==> src/rtl/datapath_pkg.sv <==
// Shared constants for the pratica2 datapath: bus select codes, ALU opcodes
// and fixed field positions.
package datapath_pkg;

   localparam logic [3:0] SEL_R0  = 4'd0;
   localparam logic [3:0] SEL_R1  = 4'd1;
   localparam logic [3:0] SEL_R2  = 4'd2;
   localparam logic [3:0] SEL_R3  = 4'd3;
   localparam logic [3:0] SEL_R4  = 4'd4;
   localparam logic [3:0] SEL_R5  = 4'd5;
   localparam logic [3:0] SEL_R6  = 4'd6;
   localparam logic [3:0] SEL_R7  = 4'd7;
   localparam logic [3:0] SEL_G   = 4'd8;
   localparam logic [3:0] SEL_DIN = 4'd9;

   localparam logic [2:0] ALU_ADD = 3'd0;
   localparam logic [2:0] ALU_SUB = 3'd1;
   localparam logic [2:0] ALU_AND = 3'd2;
   localparam logic [2:0] ALU_OR  = 3'd3;
   localparam logic [2:0] ALU_XOR = 3'd4;
   localparam logic [2:0] ALU_SLT = 3'd5;
   localparam logic [2:0] ALU_SLL = 3'd6;
   localparam logic [2:0] ALU_SRL = 3'd7;

   localparam int IR_W   = 10;
   localparam int PC_IDX = 7;

endpackage

==> src/rtl/datapath_alu.sv <==
// Combinational ALU: result = op(a, b), truncated to DATA_W, no flags.
module datapath_alu
   import datapath_pkg::*;
#(
   parameter int DATA_W = 16
) (
   input  logic [DATA_W-1:0] a,
   input  logic [DATA_W-1:0] b,
   input  logic [2:0]        op,
   output logic [DATA_W-1:0] result
);

   always_comb begin
      result = '0;
      case (op)
         ALU_ADD: result = a + b;
         ALU_SUB: result = a - b;
         ALU_AND: result = a & b;
         ALU_OR:  result = a | b;
         ALU_XOR: result = a ^ b;
         ALU_SLT: result = {{(DATA_W-1){1'b0}}, (a < b)};
         ALU_SLL: result = a << b[3:0];
         ALU_SRL: result = a >> b[3:0];
         default: result = '0;
      endcase
   end

endmodule

==> src/rtl/datapath_unit.sv <==
// Execution datapath for pratica2: bus mux, R0-R7 (R7 = PC), A/G around the
// ALU, IR, memory address/data/write registers and the 3-bit step counter.
module datapath_unit
   import datapath_pkg::*;
#(
   parameter int DATA_W = 16
) (
   input  logic              clock,
   input  logic              reset,
   input  logic [DATA_W-1:0] din,
   input  logic [3:0]        mux_control,
   input  logic [7:0]        r_act,
   input  logic              a_act,
   input  logic              g_act,
   input  logic              ir_act,
   input  logic              addr_act,
   input  logic              dout_act,
   input  logic [2:0]        addsub,
   input  logic              incr_pc,
   input  logic              w_d,
   input  logic              counter_run,
   input  logic              counter_clear,
   output logic [2:0]        counter,
   output logic [IR_W-1:0]   ir,
   output logic [DATA_W-1:0] addr,
   output logic [DATA_W-1:0] dout,
   output logic              w,
   output logic [DATA_W-1:0] bus
);

   logic [DATA_W-1:0] r [8];
   logic [DATA_W-1:0] a_reg;
   logic [DATA_W-1:0] g_reg;
   logic [DATA_W-1:0] alu_result;

   always_comb begin
      bus = '0;
      if (mux_control <= SEL_R7)
         bus = r[mux_control[2:0]];
      else if (mux_control == SEL_G)
         bus = g_reg;
      else if (mux_control == SEL_DIN)
         bus = din;
   end

   datapath_alu #(.DATA_W(DATA_W)) u_alu (
      .a      (a_reg),
      .b      (bus),
      .op     (addsub),
      .result (alu_result)
   );

   always_ff @(posedge clock) begin
      if (reset) begin
         for (int i = 0; i < 8; i++)
            r[i] <= '0;
         a_reg   <= '0;
         g_reg   <= '0;
         ir      <= '0;
         addr    <= '0;
         dout    <= '0;
         w       <= 1'b0;
         counter <= 3'd0;
      end else begin
         for (int i = 0; i < 8; i++)
            if (r_act[i])
               r[i] <= bus;
         // An explicit PC write takes precedence; the increment is dropped.
         if (incr_pc && !r_act[PC_IDX])
            r[PC_IDX] <= r[PC_IDX] + DATA_W'(1);
         if (a_act)    a_reg <= bus;
         if (g_act)    g_reg <= alu_result;
         if (ir_act)   ir    <= din[IR_W-1:0];
         if (addr_act) addr  <= bus;
         if (dout_act) dout  <= bus;
         w <= w_d;
         if (counter_clear)
            counter <= 3'd0;
         else if (counter_run)
            counter <= counter + 3'd1;
      end
   end

endmodule

==> config.mk <==
export PLATFORM = sky130hd
export DESIGN_NAME = datapath_unit
export DESIGN_NICKNAME = d
export VERILOG_FILES = /design/src/rtl/datapath_pkg.sv /design/src/rtl/datapath_alu.sv /design/src/rtl/datapath_unit.sv
export SDC_FILE = /design/constraint.sdc
export NUM_CORES = 1
export LEC_CHECK = 0
export CAP_MARGIN = 20
export CORE_ASPECT_RATIO = 2
export CORE_MARGIN = 2
export CORE_UTILIZATION = 64
export CTS_CLUSTER_SIZE = 24
export DETAILED_ROUTE_END_ITERATION = 12
export HOLD_SLACK_MARGIN = 0.15
export PLACE_DENSITY = 0.87
export SYNTH_ARGS = -nofsm -noshare
export SYNTH_HDL_FRONTEND = slang
export SYNTH_SLANG_ARGS = --single-unit
==> constraint.sdc <==
create_clock -name clock -period 6.81 [get_ports clock]
set_input_delay 1.0215 -clock clock [delete_from_list [all_inputs] [get_ports clock]]
set_output_delay 1.0215 -clock clock [all_outputs]
set_load 0.005 [all_outputs]
==> impl_metrics.yaml <==
setup_path:
  slowest_stage: "clkdlybuf4s50_1"
  startpoint: "mux_control[3]"
  worstSetupPathDepth: 14
  path_buf_inv: 2
  criticalPathCategory: "in2reg"
  cp-start-kind: "input port"
  setup.worst_path.end: "g_reg[0]"
  critical-path-top-delay-family: "compound AO/OA/AOI/OAI gates"
  critPathCaptureType: "flop"
  critical_path_arrival_ns: 5.80
  r2r_slack_ns: 2.59
  reg2reg_from: "r[7][4]"
  worstRegToRegCells: 12
  reg2reg_to: "g_reg[0]"
  slowest_delay_ns: 0.76
  cp_max_fo: 17
  crit_chain: "clkdlybuf4s50_1, or3b_1, nor2_1, a31oi_4, ha_1, nor2b_1, o21bai_1, nand2_1, o31ai_4, buf_4, a311oi_2, a2111oi_0, a211o_1, a311oi_1"
  required_ns: 7.19
yosys:
  synth_cell_type_count: 77
  ys_top_cells_by_area: "edfxtp_1 (31%), dfxtp_1 (12%), mux2i_1 (7.1%)"
  async_flop_share_pct: 0
  netlist.area_leader.share_pct: 30.6
  ys_ff_latch: 206
  ys_dominant_reg_cell: "edfxtp_1"
  synthesis.area_mm2: 0.0126
  syn_avg_cell_area_um2: 10.2
  synth_cells: 1239
  synth_seq_area_share_pct: 43.0
  yosysWarnings: 0
  syn_nets: 1333
  synth_edf_count: 128
  yosysTopAreaCell: "edfxtp_1"
hold_path:
  hold_start: "g_reg[6]"
  min_path_type: "reg2reg"
  whs_path_depth: 2
floorplanning:
  core_mm2: 0.0193
  die_area_mm2: 0.0209
  die_x_um: 103
  num_rows: 72
  die_y_um: 202
  io_pins: 104
  start_util_pct: 65.2
place:
  portBuffers: 103
  gp_congestion: 1.03
  place_area_mm2: 0.0137
  hpwlAfterDp_um: 31200
detailed_routing:
  wl_per_cell_um: 27.9
  vias_per_cell: 6.93
  routed_wl_um: 43900
  first_iter_violations: 961
  final_antenna_net_count: 0
  num_vias: 10900
  dr.pass1.iters: 6
  drc: 0
cells_and_area:
  drive_above_1_share_pct: 9.06
  final_area_mm2: 0.0145
  largest_reg_flops: 128
  regMostFlops: "r"
  nets: 1394
  n_antenna_cell: 0
  syn2layout_area_growth_pct: 15.0
grt:
  grt_usage_pct: 42.6
  grt_max_degree: 64
  grt_pass1_wl_um: 64900
  grt_pass1_vias: 10800
  gr-total-overflow: 0
  antenna_found_initial: 1
pwr:
  power-per-cell-area_mw_per_mm2: 244
  p_leak_nw: 5.83
  peakVddDrop_v: 0.000296
timing:
  report.final.slew_viol_count: 0
  setup_viol: 0
  post-route-period-util_pct: 79.6
  rsz0062_at_grt: "false"
  period_needed_ns: 5.42
  clock_skew_ns: 0.0226
  fmax_mhz: 185
  hold_viol: 0
  setup_tns_ns: 0
  worst_pin_slew_ns: 1.13
  relSlewSlack_pct: 23.9
clock_network:
  htree_num_levels: 1
  clockBufferDepth: 3
  clock_latency_ns: 0.52
  cts_num_sinks: 206
  cts_tree: "yes"
  postCtsSetupBuffers: 0
  clock-root-buffer: "clkbuf_16"
  numCtsBuffers: 20
  ctsHoldBuffers: 0
  clkSlewWorstSetupHoldPaths_ns: 0.07
  cts_resized: 0
outcome:
  status: "completed"
run:
  drv_cap: 0
==> Yosys cell counts, types with 10 or more instances <==
master,count
dfxtp_1,78
mux2i_1,89
a21oi_1,42
xor2_1,12
o21ai_0,34
mux4_2,27
nor2_1,147
and3_1,25
clkbuf_1,52
nor3_1,22
xnor2_1,26
ha_1,51
a31oi_1,13
and2_1,75
nand2_1,63
a22oi_1,14
inv_1,51
a21o_1,10
buf_4,11
nand3_1,23
edfxtp_1,128
o22a_1,14
buf_2,10
a211oi_1,63
or2_2,10
==> worst reg2reg max path: cells and delay by family (launching register included) <==
kind,cells,cell delay [ns]
AO/OA/AOI/OAI,7,2.04
multiplexers,2,0.67
flip-flops,1,0.46
adder cells (fa/ha/maj),1,0.40
AND/OR/NAND/NOR,1,0.32
buffers and inverters,1,0.20
==> stage by stage <==
| stage | instances | hold slack [ns] | total power [mW] | setup WS [ns] | utilization (%) |
|---|---|---|---|---|---|
| 4_1_cts | 1572 | 0.486 | 3.50 | 1.55 | 74.9 |
| 2_1_floorplan | 1239 | 0.461 | 1.98 | 2.04 | - |
| 6_report | 1573 | 0.489 | 3.53 | 1.39 | 75.0 |
| 3_5_place_dp | 1536 | 0.478 | 2.28 | 1.13 | 71.1 |
| 3_3_place_gp | 1536 | 0.472 | 2.27 | 1.10 | 71.1 |
| 5_1_grt | 1573 | 0.510 | 3.62 | 1.22 | 75.0 |
==> placed cells by master (no fill, tap or decap), drive strengths merged, types with 24 or more instances in the layout <==
master,count
mux2i,90
ha,51
buf,24
xnor2,26
nor2,147
clkdlybuf4s50,101
nand2,63
a21oi,42
dfxtp,78
and3,25
o21ai,36
edfxtp,128
inv,57
a211oi,63
and2,75
mux4,27
==> where the power goes <==
group / internal, mW / total (mW) / leakage [nW] / switching (mW)
sequential: 1.42 / 1.48 / 2.07 / 0.0644
clock: 0.723 / 1.23 / 0.358 / 0.506
combinational: 0.317 / 0.817 / 3.40 / 0.500
total: 2.46 / 3.53 / 5.83 / 1.07
==> layout make-up <==
type	instances	area, um2
Clock inverter	14	198
Fill cell	1313	4820
Sequential cell	206	5410
Timing Repair Buffer	126	1230
Tap cell	259	324
Multi-Input combinational cell	891	6570
Inverter	55	209
Clock buffer	22	528
==> layer usage <==
layer	vias up	share of wire [%]	track usage (%)	wire length (um)
met3	245	9.0	9.13	3960
met4	2	8.7	31.5	3840
met5	-	0.025	0	11
met1	5231	32	46.0	13900
li1	4694	-	-	-
met2	723	51	70.8	22200
==> worst min-delay path by stage <==
stage	endpoint	slack (ns)
after CTS	dout[13]	0.49
final	g_reg[6]	0.49
after global routing	addr[2]	0.51
after global placement	ir[1]	0.47
after detailed placement	dout[13]	0.48
after floorplan	g_reg[14]	0.46
==> logic make-up after synthesis <==
logic type               count (synthesis)  share of synthesized area [%]
flip-flops                             206                           43.0
XOR/XNOR                                38                           2.65
buffers and inverters                  142                           4.98
multiplexers                           124                           12.7
adder cells (fa/ha/maj)                 52                           5.23
AO/OA/AOI/OAI                          279                           16.2
AND/OR/NAND/NOR                        398                           15.3
Power figures use the tool's default switching activity.
